==> src/rtl/cla_pkg.sv <==
// Shared definitions for the sequential carry-lookahead adder:
// FSM state encoding, default slice width and index-width helper.
package cla_pkg;

   typedef enum logic [1:0] {
      IDLE = 2'd0,
      RUN  = 2'd1,
      DONE = 2'd2
   } state_e;

   localparam int SLICE_DEF = 5;

   // Width of a counter that indexes n slices; never narrower than 1 bit.
   function automatic int idx_width(input int n);
      return (n <= 1) ? 1 : $clog2(n);
   endfunction

endpackage

==> src/rtl/cla_slice.sv <==
// Combinational SLICE-bit carry-lookahead slice.
// Every carry is formed directly from propagate/generate terms and the
// slice carry-in, so no carry ripples through the slice itself.
module cla_slice #(
   parameter int SLICE = 5
)(
   input  logic [SLICE-1:0] a,
   input  logic [SLICE-1:0] b,
   input  logic             c_in,
   output logic [SLICE-1:0] s,
   output logic             c_out,
   output logic             c_msb
);

   logic [SLICE-1:0] p;
   logic [SLICE-1:0] g;
   logic [SLICE:0]   c;

   assign p = a ^ b;
   assign g = a & b;

   // Lookahead carries: c[i+1] = g[i] | p[i]g[i-1] | ... | p[i..0]c_in.
   always_comb begin
      logic term;
      logic acc;
      c    = '0;
      term = 1'b0;
      acc  = 1'b0;
      c[0] = c_in;
      for (int i = 0; i < SLICE; i++) begin
         term = c_in;
         for (int j = 0; j <= i; j++) term = term & p[j];
         acc = term;
         for (int k = 0; k <= i; k++) begin
            term = g[k];
            for (int j = k + 1; j <= i; j++) term = term & p[j];
            acc = acc | term;
         end
         c[i+1] = acc;
      end
   end

   assign s     = p ^ c[SLICE-1:0];
   assign c_out = c[SLICE];
   assign c_msb = c[SLICE-1];

endmodule

==> src/rtl/cla_seq_adder.sv <==
// Multi-cycle WIDTH-bit adder that reuses one SLICE-bit lookahead slice,
// one slice per cycle, carrying between slices through a register.
// Optional signed-overflow output enabled by defining CLA_SEQ_OVF_EN.
//
// Handshake: a transfer happens on a rising edge where valid && ready.
// in_ready is high only in IDLE, out_valid only in DONE; sum/cout (and ovf)
// stay stable while out_valid is high and out_ready is low.
module cla_seq_adder
   import cla_pkg::*;
#(
   parameter int WIDTH = 20,
   parameter int SLICE = SLICE_DEF
)(
   input  logic             clk,
   input  logic             rst,
   input  logic             in_valid,
   output logic             in_ready,
   input  logic [WIDTH-1:0] a,
   input  logic [WIDTH-1:0] b,
   input  logic             cin,
   output logic             out_valid,
   input  logic             out_ready,
   output logic [WIDTH-1:0] sum,
   output logic             cout,
   output logic             busy
`ifdef CLA_SEQ_OVF_EN
   ,
   output logic             ovf
`endif
);

   localparam int NSLICE = WIDTH / SLICE;
   localparam int IW     = idx_width(NSLICE);

   if (WIDTH % SLICE != 0) begin : g_width_check
      $error("cla_seq_adder: WIDTH must be an integer multiple of SLICE");
   end

   state_e           state;
   state_e           state_n;
   logic [WIDTH-1:0] a_q;
   logic [WIDTH-1:0] b_q;
   logic             carry_q;
   logic [IW-1:0]    idx;
   logic             accept;
   logic             last;
   logic [SLICE-1:0] slice_a;
   logic [SLICE-1:0] slice_b;
   logic [SLICE-1:0] slice_s;
   logic             slice_cout;
   logic             slice_msb;

   assign accept  = (state == IDLE) && in_valid;
   assign last    = (state == RUN) && (idx == IW'(NSLICE - 1));
   assign slice_a = a_q[int'(idx)*SLICE +: SLICE];
   assign slice_b = b_q[int'(idx)*SLICE +: SLICE];

   cla_slice #(.SLICE(SLICE)) u_slice (
      .a     (slice_a),
      .b     (slice_b),
      .c_in  (carry_q),
      .s     (slice_s),
      .c_out (slice_cout),
      .c_msb (slice_msb)
   );

   // State register.
   always_ff @(posedge clk or posedge rst) begin
      if (rst) state <= IDLE;
      else     state <= state_n;
   end

   // Next-state: accept in IDLE, step through slices, hold until taken.
   always_comb begin
      state_n = state;
      case (state)
         IDLE:    if (in_valid)  state_n = RUN;
         RUN:     if (last)      state_n = DONE;
         DONE:    if (out_ready) state_n = IDLE;
         default:                state_n = IDLE;
      endcase
   end

   assign in_ready  = (state == IDLE);
   assign busy      = (state == RUN);
   assign out_valid = (state == DONE);

   // Operand capture, slice stepping and result accumulation.
   always_ff @(posedge clk or posedge rst) begin
      if (rst) begin
         a_q     <= '0;
         b_q     <= '0;
         carry_q <= 1'b0;
         idx     <= '0;
         sum     <= '0;
         cout    <= 1'b0;
      end else if (accept) begin
         a_q     <= a;
         b_q     <= b;
         carry_q <= cin;
         idx     <= '0;
      end else if (state == RUN) begin
         sum[int'(idx)*SLICE +: SLICE] <= slice_s;
         carry_q                       <= slice_cout;
         if (last) cout <= slice_cout;
         else      idx  <= idx + 1'b1;
      end
   end

`ifdef CLA_SEQ_OVF_EN
   // Signed overflow: carry into the MSB differs from carry out of it.
   always_ff @(posedge clk or posedge rst) begin
      if (rst)       ovf <= 1'b0;
      else if (last) ovf <= slice_msb ^ slice_cout;
   end
`else
   logic unused_msb;
   assign unused_msb = slice_msb;
`endif

endmodule
==> config.mk <==
export PLATFORM = sky130hd
export DESIGN_NAME = cla_seq_adder
export DESIGN_NICKNAME = d
export VERILOG_FILES = /design/src/rtl/cla_pkg.sv /design/src/rtl/cla_slice.sv /design/src/rtl/cla_seq_adder.sv
export SDC_FILE = /design/constraint.sdc
export NUM_CORES = 1
export LEC_CHECK = 0
export ABC_AREA = 1
export CAP_MARGIN = 20
export CORE_UTILIZATION = 51
export CTS_CLUSTER_SIZE = 14
export DETAILED_ROUTE_END_ITERATION = 10
export GPL_TIMING_DRIVEN = 0
export PLACE_DENSITY = 0.8
export SYNTH_ARGS = -nofsm -noshare
export SYNTH_HDL_FRONTEND = slang
export SYNTH_SLANG_ARGS = --single-unit
==> constraint.sdc <==
create_clock -name clk -period 3.25 [get_ports clk]
set_input_delay 0.325 -clock clk [delete_from_list [all_inputs] [get_ports clk]]
set_output_delay 0.325 -clock clk [all_outputs]
set_load 0.02 [all_outputs]
==> flow_metrics.py, run 1 <==
metrics = {
    "die": {
        "num_io_pins": 69,
        "start_util_pct": 53.4,
        "die_h_um": 80.9,
        "fp.coreArea_mm2": 0.00596,
        "die-area_mm2": 0.00655,
        "die_w_um": 80.9,
        "rows": 28,
    },
    "synthesis": {
        "yosysTopAreaCell": "dfrtp_1",
        "yosys_register_bits": 66,
        "syn_area_mm2": 0.00318,
        "ys_warn_count": 0,
        "synth.yosys.seq_area_share_pct": 52.0,
        "synth_top_area_share_pct": 52.0,
        "synth_nets": 434,
        "yosysMostFrequentCell": "nand2_1",
        "ys_async_sr_fraction_pct": 100,
        "synth_edf_count": 0,
        "ys.flop_type": "dfrtp_1",
        "post_synth.cell_area_avg_um2": 8.45,
        "yosys-top-cells-area": "dfrtp_1 (52%), nand2_1 (17%), ha_1 (4.7%), o21ai_0 (4.7%), nor2_1 (2.8%)",
        "yosysUniqueCellTypes": 27,
        "synth_cells": 376,
        "synth.top_cells.by_count": "nand2_1 (148), dfrtp_1 (66), o21ai_0 (30)",
    },
    "global_routing": {
        "grt_first_pass_wirelength_um": 12800,
        "antenna_found_initial": 0,
        "track_usage_pct": 26.7,
        "grt_max_degree": 39,
        "grt_remaining_overflow": 0,
        "grt_pass1_vias": 2734,
    },
    "sta": {
        "tns_ns": 0,
        "fmax_mhz": 340,
        "slew_headroom_pct": 59.2,
        "rsz0062_at_grt": "no",
        "whs_ns": 0.365,
        "worst_pin_slew_ns": 0.611,
        "finalSetupViolations": 0,
        "period_needed_ns": 2.94,
        "fin_crit_sh_pct": 90.5,
        "finalClockSkew_ns": 0.00634,
        "drv_slew": 0,
        "hold_viol": 0,
    },
    "layout": {
        "area_delta_synth_final_pct": 33.4,
        "diodes": 0,
        "final_util_pct": 71.2,
        "drive_above_1_share_pct": 10.4,
        "n_fill_cell": 496,
        "final_cells": 536,
        "num-nets-final": 514,
        "fin_area_mm2": 0.00424,
    },
    "drt": {
        "drtPass1Iterations": 4,
        "post_drt_wl_per_cell_um": 14.1,
        "drt_iter0_markers": 190,
        "route.detailed.drc": 0,
        "totalWireLength_um": 7550,
        "num_vias": 2814,
        "ant_nets": 0,
        "vias_per_cell": 5.25,
    },
    "run_status": {
        "status": "completed",
    },
    "worst_setup_path": {
        "crit_type": "register to register",
        "cp-end-kind": "register",
        "r2r_start": "idx[0]$_DFFE_PP0P_",
        "cp.required_ns": 3.54,
        "crit_fanout": 12,
        "reg2reg_slack_ns": 0.31,
        "critPathArrivalTime_ns": 3.23,
        "rr_endpoint": "sum[9]$_DFFE_PP0P_",
        "crit_path_start_kind": "register",
        "r2r_cells": 16,
    },
    "clocking": {
        "cts_hold_buf": 0,
        "clkSinkCount": 66,
        "clk_latency_ns": 0.35,
        "cts_tree": "built",
        "cts_max_level": 3,
        "clockBufferDepth": 2,
        "numCtsBuffers": 9,
        "post_cts_buffers": 0,
        "cts.clk_slew.worst_paths_ns": 0.07,
        "post_cts_resized": 0,
        "root_buffer": "clkbuf_8",
    },
    "worst_hold_path": {
        "worstHoldPathType": "input port to asynchronous set/reset pin",
    },
    "place": {
        "placed_area_mm2": 0.00397,
        "dpl.hpwl_um": 5520,
        "dp.cells": 520,
        "gp_congestion": 0.832,
        "portBuffers": 68,
    },
    "power_and_ir_drop": {
        "pwr_density_cell_mw_per_mm2": 1150,
        "p_leak_nw": 2.07,
        "ir_drop_mv": 0.622,
    },
    "run": {
        "drv_cap": 0,
    },
}
## worst max-delay path by stage
stage / from / end / slack [ns] / cells after the start
global placement: rst / b_q[14]$_DFFE_PP0P_ / 0.28 / 2
detailed placement: idx[0]$_DFFE_PP0P_ / sum[7]$_DFFE_PP0P_ / 0.44 / 13
CTS: idx[0]$_DFFE_PP0P_ / sum[9]$_DFFE_PP0P_ / 0.39 / 16
finish: idx[0]$_DFFE_PP0P_ / sum[9]$_DFFE_PP0P_ / 0.31 / 16
floorplan: idx[0]$_DFFE_PP0P_ / sum[19]$_DFFE_PP0P_ / 0.89 / 16
global route: idx[1]$_DFFE_PP0P_ / sum[9]$_DFFE_PP0P_ / 0.13 / 15
## per-layer routing
layer / wire length, um / track usage, %
met1: 3340 / 33.0
met2: 3650 / 44.8
met3: 372 / 4.83
met4: 189 / 13.8
met5: 0 / 0
## area by class of cell
type	instances	area, um^2	share of cell area, %
clock buffers	11	141	3.34
plain buffers	16	88.8	2.10
clock inverters	5	125	2.95
inverters	20	77.6	1.83
multi-input cells	274	1360	32.1
flip-flops and latches	66	1650	39.0
well taps	75	93.8	2.21
repair buffers	69	701	16.5
## critical path, cell delays in order (launching register included)
cell and delay, ns:
dfrtp_1 0.44, clkbuf_2 0.19, inv_1 0.25, buf_4 0.27, nor2_1 0.07, o22ai_1 0.33
ha_1 0.30, ha_1 0.21, nand3_2 0.09, nand4_2 0.12, nand2_2 0.13, nand2_2 0.06
nand2_2 0.08, nand3_2 0.10, nor2_2 0.12, nand2_1 0.07, nand2_1 0.06
## power by group
part           internal [mW]  switching (mW)
combinational          0.950            1.60
sequential              1.18           0.223
clock                  0.607           0.314
total                   2.73            2.14
## metrics by stage
stage	power [mW]	setup WS (ns)
after floorplan	3.10	0.895
after global placement	3.79	0.277
after detailed placement	3.91	0.444
after CTS	4.85	0.390
after global routing	5.22	0.134
final	4.87	0.310
## cell families after synthesis
| kind of cell | count (synthesis) | share of synthesized area, % |
|---|---|---|
| simple gates | 197 | 26.3 |
| compound gates | 62 | 10.6 |
| xor+xnor | 2 | 0.551 |
| flops | 66 | 52.0 |
| buf+inv | 36 | 5.24 |
| fa+ha+maj | 13 | 5.35 |
## flip-flops by register name, indices dropped and copies added, names as in the netlist
name     flops
state        2
sum         20
cout         1
b_q         20
a_q         20
idx          2
carry_q      1
## cells in the final DEF (no fill, tap or decap), types with 5 or more instances in the layout
cell             count
o21ai_0             30
nand3_1              6
clkdlybuf4s50_1     68
dfrtp_1             66
inv_1               15
ha_1                12
nor2_1              24
nand2_2              5
buf_4                6
o22ai_1             11
o31ai_1              5
clkbuf_1             6
o21ai_1             16
clkbuf_8            10
nand2_1            148
Note: power is estimated with default switching activity, not from simulation.
==> run 2: changes to the inputs <==
--- a/config.mk
+++ b/config.mk
@@ -11,7 +11,8 @@
 export CTS_CLUSTER_SIZE = 14
 export DETAILED_ROUTE_END_ITERATION = 10
 export GPL_TIMING_DRIVEN = 0
-export PLACE_DENSITY = 0.8
+export PLACE_DENSITY = 0.82
 export SYNTH_ARGS = -nofsm -noshare
 export SYNTH_HDL_FRONTEND = slang
+export SYNTH_HIERARCHICAL = 1
 export SYNTH_SLANG_ARGS = --single-unit
==> flow_metrics.py, run 2 <==
metrics = {
    "run_status": {
        "status": "completed",
    },
    "worst_setup_path": {
        "crit_fanout": 12,
        "cp-end-kind": "register",
        "crit_chain": "buf_2, inv_1, buf_2, o211ai_1, nand2_1, ha_1, ha_1, o21a_1, nor2_1, xnor2_1, nand3_1, o21ai_0",
        "cp.required_ns": 3.50,
        "crit_path_max_incr_delay_ns": 0.40,
        "path_delay_family": "compound AO/OA/AOI/OAI gates",
        "crit_type": "register to register",
        "crit_path_start_kind": "register",
        "worst-path-buf-inv": 3,
        "critPathArrivalTime_ns": 3.14,
        "cp_slowest_cell": "dfrtp_1",
    },
    "drt": {
        "drtPass1Iterations": 4,
        "post_drt_wl_per_cell_um": 13.2,
        "ant_nets": 0,
        "vias_per_cell": 5.14,
        "route.detailed.drc": 0,
        "num_vias": 3031,
        "drt_iter0_markers": 178,
        "totalWireLength_um": 7810,
    },
    "clocking": {
        "clockBufferDepth": 2,
        "post_cts_resized": 0,
        "clk_latency_ns": 0.35,
        "cts_tree": "built",
        "numCtsBuffers": 9,
        "root_buffer": "clkbuf_8",
        "cts.clk_slew.worst_paths_ns": 0.07,
        "post_cts_buffers": 0,
        "clkSinkCount": 66,
        "cts_hold_buf": 0,
        "cts_max_level": 3,
    },
    "sta": {
        "hold_viol": 0,
        "worst_pin_slew_ns": 0.598,
        "slew_headroom_pct": 60.1,
        "finalClockSkew_ns": 0.00609,
        "fin_crit_sh_pct": 88.9,
        "period_needed_ns": 2.89,
        "tns_ns": 0,
        "fmax_mhz": 346,
        "whs_ns": 0.316,
        "drv_slew": 0,
        "finalSetupViolations": 0,
        "rsz0062_at_grt": "no",
    },
    "run": {
        "drv_cap": 0,
    },
    "global_routing": {
        "track_usage_pct": 24.6,
        "antenna_found_initial": 0,
        "grt_remaining_overflow": 0,
        "grt_first_pass_wirelength_um": 13400,
        "grt_max_degree": 45,
        "grt_pass1_vias": 2975,
    },
    "layout": {
        "layout_common_cells": "nand2_1 (166), clkdlybuf4s50_1 (67), dfrtp_1 (66)",
        "fin_area_mm2": 0.00438,
        "n_fill_cell": 532,
        "reg_top3": "a_q (20), b_q (20), sum (20)",
        "num-nets-final": 566,
        "diodes": 0,
        "final_common_cell": "nand2_1",
        "area_delta_synth_final_pct": 29.6,
        "drive_above_1_share_pct": 7.80,
        "regArea_mm2": 0.00165,
        "multi_input_area_mm2": 0.00149,
    },
    "die": {
        "die_w_um": 83.4,
        "num_io_pins": 69,
        "rows": 29,
        "die-area_mm2": 0.00696,
        "fp.coreArea_mm2": 0.00639,
        "die_h_um": 83.4,
        "start_util_pct": 53.0,
    },
    "synthesis": {
        "synth.top_cells.by_count": "nand2_1 (166), dfrtp_1 (66), nand3_1 (57)",
        "synth_top_area_share_pct": 48.8,
        "synth.yosys.seq_area_share_pct": 48.8,
        "ys_warn_count": 6,
        "synth_nets": 487,
        "syn_area_mm2": 0.00338,
        "ys.flop_type": "dfrtp_1",
        "ys_async_sr_fraction_pct": 100,
        "yosysUniqueCellTypes": 24,
        "yosys_register_bits": 66,
        "synth_cells": 429,
        "yosysMostFrequentCell": "nand2_1",
        "yosys-top-cells-area": "dfrtp_1 (49%), nand2_1 (18%), nand3_1 (8.4%), ha_1 (4.4%), inv_1 (3.7%)",
        "post_synth.cell_area_avg_um2": 7.88,
        "yosysTopAreaCell": "dfrtp_1",
        "synth_edf_count": 0,
    },
    "power_and_ir_drop": {
        "pwr_density_cell_mw_per_mm2": 1090,
        "ir_drop_mv": 0.604,
        "p_leak_nw": 2.29,
    },
    "place": {
        "portBuffers": 67,
        "gp_congestion": 0.832,
        "placed_area_mm2": 0.00417,
        "dpl.hpwl_um": 5820,
    },
    "worst_hold_path": {
        "worstHoldPathType": "input port to asynchronous set/reset pin",
    },
}
-- run 2: per-stage QoR --
step                      util (%)  setup WS [ns]  instances  total power [mW]
after global routing          68.6          0.162        590              5.17
final                         68.6          0.362        590              4.76
after detailed placement      65.3          0.385        574              3.99
after floorplan                  -          0.932        429              3.22
after global placement        65.0          0.247        573              3.89
after CTS                     68.6          0.366        590              4.76
-- run 2: logic make-up (layout without fill, tap and decap cells) --
kind of cell,after synthesis,count (layout),synth area share (%)
adders and majority gates,13,13,5.03
DFF,66,66,48.8
and+or+nand+nor,260,260,32.8
xor gates and xnor gates,3,3,0.777
AOI/OAI and AO/OA,32,32,5.55
buffers and inverters,55,139,7.03
-- run 2: area by class of cell --
| class | count | share of cell area (%) |
|---|---|---|
| inverters | 34 | 2.91 |
| flip-flops and latches | 66 | 37.7 |
| multi-input cells | 308 | 34.1 |
| plain buffers | 21 | 2.51 |
| clock buffers | 14 | 3.48 |
| well taps | 77 | 2.20 |
| clock inverters | 2 | 1.37 |
| repair buffers | 68 | 15.8 |
-- run 2: worst paths after layout --
check	end	cells after the start	startpoint	slack [ns]
max	sum[7]$_DFFE_PP0P_	12	idx[0]$_DFFE_PP0P_	0.36
min	sum[3]$_DFFE_PP0P_	2	rst	0.32
max reg2reg	sum[7]$_DFFE_PP0P_	12	idx[0]$_DFFE_PP0P_	0.36
min reg2reg	b_q[18]$_DFFE_PP0P_	2	b_q[18]$_DFFE_PP0P_	0.47
max in group asynchronous	idx[0]$_DFFE_PP0P_	3	rst	2.33
min in group clk	carry_q$_DFFE_PP0P_	3	in_valid	0.34
-- run 2: power by group --
| part | switching (mW) | leakage [nW] | internal (mW) | total [mW] |
|---|---|---|---|---|
| sequential | 0.194 | 0.844 | 1.16 | 1.36 |
| combinational | 1.67 | 1.34 | 0.981 | 2.65 |
| clock | 0.295 | 0.105 | 0.455 | 0.749 |
| total | 2.16 | 2.29 | 2.60 | 4.76 |
-- run 2: routing by layer --
| metal | global-route usage [%] | vias up | share of wire (%) |
|---|---|---|---|
| met2 | 41.4 | 88 | 48 |
| met3 | 6.46 | 15 | 5.1 |
| li1 | - | 1515 | - |
| met5 | 0 | - | 0 |
| met4 | 8.47 | 0 | 1.9 |
| met1 | 30.9 | 1413 | 45 |
==> run 3: changes to the inputs <==
--- a/config.mk
+++ b/config.mk
@@ -5,13 +5,12 @@
 export SDC_FILE = /design/constraint.sdc
 export NUM_CORES = 1
 export LEC_CHECK = 0
-export ABC_AREA = 1
 export CAP_MARGIN = 20
 export CORE_UTILIZATION = 51
 export CTS_CLUSTER_SIZE = 14
 export DETAILED_ROUTE_END_ITERATION = 10
 export GPL_TIMING_DRIVEN = 0
-export PLACE_DENSITY = 0.82
+export PLACE_DENSITY = 0.83
 export SYNTH_ARGS = -nofsm -noshare
 export SYNTH_HDL_FRONTEND = slang
 export SYNTH_HIERARCHICAL = 1
==> flow_metrics.py, run 3 <==
metrics = {
    "layout": {
        "regArea_mm2": 0.00165,
        "num-nets-final": 370,
        "layout_common_cells": "clkdlybuf4s50_1 (68), dfrtp_1 (66), mux2_2 (56)",
        "drive_above_1_share_pct": 32.2,
        "final_common_cell": "clkdlybuf4s50_1",
        "final_cells": 394,
        "multi_input_area_mm2": 0.00152,
        "area_delta_synth_final_pct": 30.5,
        "reg_top3": "a_q (20), b_q (20), sum (20)",
        "diodes": 0,
        "n_fill_cell": 478,
    },
    "drt": {
        "ant_nets": 0,
        "vias_per_cell": 5.48,
        "route.detailed.drc": 0,
        "drt_iter0_markers": 100,
        "num_vias": 2160,
        "post_drt_wl_per_cell_um": 16.5,
        "drtPass1Iterations": 4,
        "totalWireLength_um": 6510,
    },
    "global_routing": {
        "grt_remaining_overflow": 0,
        "track_usage_pct": 21.7,
        "antenna_found_initial": 0,
        "grt_pass1_vias": 2259,
        "grt_first_pass_wirelength_um": 10700,
        "grt_max_degree": 41,
    },
    "power_and_ir_drop": {
        "combinationalPowerShare_pct": 56.8,
        "p_leak_nw": 1.86,
        "pwr_density_cell_mw_per_mm2": 1170,
        "p_int_mw": 3.17,
        "switching_share_pct": 37.5,
        "clkPwrFrac_pct": 15.0,
        "p_sw_mw": 1.90,
        "ir_drop_mv": 0.826,
        "pwr-share-seq_pct": 28.2,
    },
    "clocking": {
        "cts_max_level": 3,
        "clk_latency_ns": 0.34,
        "post_cts_resized": 0,
        "clkSinkCount": 66,
        "numCtsBuffers": 9,
        "cts.clk_slew.worst_paths_ns": 0.07,
        "cts_tree": "built",
        "clockBufferDepth": 2,
        "root_buffer": "clkbuf_8",
        "cts_hold_buf": 0,
        "post_cts_buffers": 0,
    },
    "die": {
        "rows": 29,
        "fp.coreArea_mm2": 0.00631,
        "die_h_um": 82.6,
        "die-area_mm2": 0.00682,
        "die_w_um": 82.6,
        "num_io_pins": 69,
        "start_util_pct": 52.5,
    },
    "worst_hold_path": {
        "worstHoldPathType": "input port to asynchronous set/reset pin",
    },
    "worst_setup_path": {
        "crit_path_start_kind": "register",
        "crit_type": "register to register",
        "crit_fanout": 10,
        "cp.required_ns": 3.53,
        "critPathArrivalTime_ns": 3.34,
        "cp-end-kind": "register",
    },
    "sta": {
        "worst_pin_slew_ns": 0.589,
        "period_needed_ns": 3.06,
        "slew_headroom_pct": 60.7,
        "finalSetupViolations": 0,
        "fmax_mhz": 327,
        "tns_ns": 0,
        "fin_crit_sh_pct": 94.1,
        "hold_viol": 0,
        "drv_slew": 0,
        "rsz0062_at_grt": "no",
        "finalClockSkew_ns": 0.00734,
    },
    "synthesis": {
        "synth_top_area_share_pct": 49.8,
        "synth.yosys.seq_area_share_pct": 49.8,
        "ys.flop_type": "dfrtp_1",
        "yosysUniqueCellTypes": 40,
        "yosysMostFrequentCell": "dfrtp_1",
        "synth_nets": 290,
        "yosys_register_bits": 66,
        "synth.top_cells.by_count": "dfrtp_1 (66), mux2_2 (56), ha_1 (12)",
        "yosysTopAreaCell": "dfrtp_1",
        "synth_edf_count": 0,
        "post_synth.cell_area_avg_um2": 14.3,
        "yosys-top-cells-area": "dfrtp_1 (50%), mux2_2 (19%), mux4_2 (6.8%), ha_1 (4.5%), buf_6 (1.7%)",
        "syn_area_mm2": 0.00331,
        "ys_async_sr_fraction_pct": 100,
        "synth_cells": 232,
        "ys_warn_count": 6,
    },
    "run_status": {
        "status": "completed",
    },
    "place": {
        "dp.cells": 378,
        "dpl.hpwl_um": 4740,
        "gp_congestion": 0.758,
        "portBuffers": 68,
    },
    "run": {
        "drv_cap": 0,
    },
}
## run 3: cell count changes after synthesis, sizes merged, moves of 6 or more
| cell | before | now |
|---|---|---|
| o21ai | 21 | 4 |
| and3b | 0 | 6 |
| mux2 | 0 | 56 |
| nor3b | 0 | 6 |
| inv | 34 | 11 |
| nor2 | 30 | 3 |
| nand3 | 58 | 0 |
| buf | 15 | 8 |
| o211ai | 10 | 0 |
| mux4 | 0 | 10 |
| nand2 | 170 | 5 |
## run 3: final timing paths
path | startpoint | end | slack (ns) | depth (start not counted)
worst max-delay path | idx[0]$_DFFE_PP0P_ | sum[19]$_DFFE_PP0P_ | 0.19 | 9
worst min-delay path | rst | b_q[0]$_DFFE_PP0P_ | 0.37 | 2
worst max register to register | idx[0]$_DFFE_PP0P_ | sum[19]$_DFFE_PP0P_ | 0.19 | 9
worst min register to register | a_q[18]$_DFFE_PP0P_ | a_q[18]$_DFFE_PP0P_ | 0.51 | 1
max in group asynchronous | rst | a_q[3]$_DFFE_PP0P_ | 2.26 | 3
min in group clk | a_q[18]$_DFFE_PP0P_ | a_q[18]$_DFFE_PP0P_ | 0.51 | 1
## run 3: per-stage QoR
step	cell area (um^2)	total power [mW]	worst slack, ns	hold WS, ns	utilization (%)
2_1_floorplan	3310	3.47	0.552	0.432	-
3_3_place_gp	4090	4.23	0.181	0.484	64.8
3_5_place_dp	4110	4.32	0.242	0.492	65.1
4_1_cts	4320	5.10	0.207	0.391	68.5
5_1_grt	4320	5.42	0.0518	0.430	68.5
6_report	4320	5.07	0.191	0.367	68.5
## run 3: layer usage
| layer | GRT usage, % | up-vias | share of wire, % |
|---|---|---|---|
| met5 | 0 | - | 0 |
| met4 | 5.86 | 0 | 0.98 |
| met3 | 6.37 | 6 | 4.4 |
| met2 | 36.9 | 56 | 51 |
| met1 | 26.8 | 1088 | 43 |
| li1 | - | 1010 | - |
## run 3: power by group through the flow
| stage | Sequential (mW) | Combinational [mW] | Clock (mW) |
|---|---|---|---|
| floorplan | 1.49 | 1.99 | 0 |
| global placement | 1.42 | 2.81 | 0 |
| detailed placement | 1.45 | 2.87 | 0 |
| CTS | 1.43 | 2.90 | 0.765 |
| global route | 1.48 | 3.13 | 0.805 |
| finish | 1.43 | 2.88 | 0.760 |
## run 3: cells by family (layout without fill, tap and decap cells)
kind of cell / Yosys count / count (layout) / synth area share [%]
buffers and inverters: 26 / 111 / 4.23
adder cells (fa/ha/maj): 13 / 13 / 5.14
AND/OR/NAND/NOR: 41 / 41 / 9.93
flip-flops: 66 / 66 / 49.8
AO/OA/AOI/OAI: 16 / 16 / 3.96
XOR/XNOR: 4 / 4 / 1.06
multiplexers: 66 / 66 / 25.8
## run 3: cell type report
cell class | instances | area share [%]
flip-flops and latches | 66 | 38.2
multi-input cells | 140 | 35.2
repair buffers | 69 | 16.2
clock buffers | 14 | 3.53
plain buffers | 15 | 2.29
well taps | 77 | 2.23
clock inverters | 2 | 1.39
inverters | 11 | 0.955
## run 3: critical path, cell delays in order, from the launching register on
cell	delay (ns)
dfrtp_1	0.43
buf_6	0.21
mux4_2	0.58
ha_1	0.33
ha_1	0.19
o21ai_1	0.23
a22oi_2	0.14
xor2_1	0.32
nor4bb_1	0.35
mux2_2	0.21
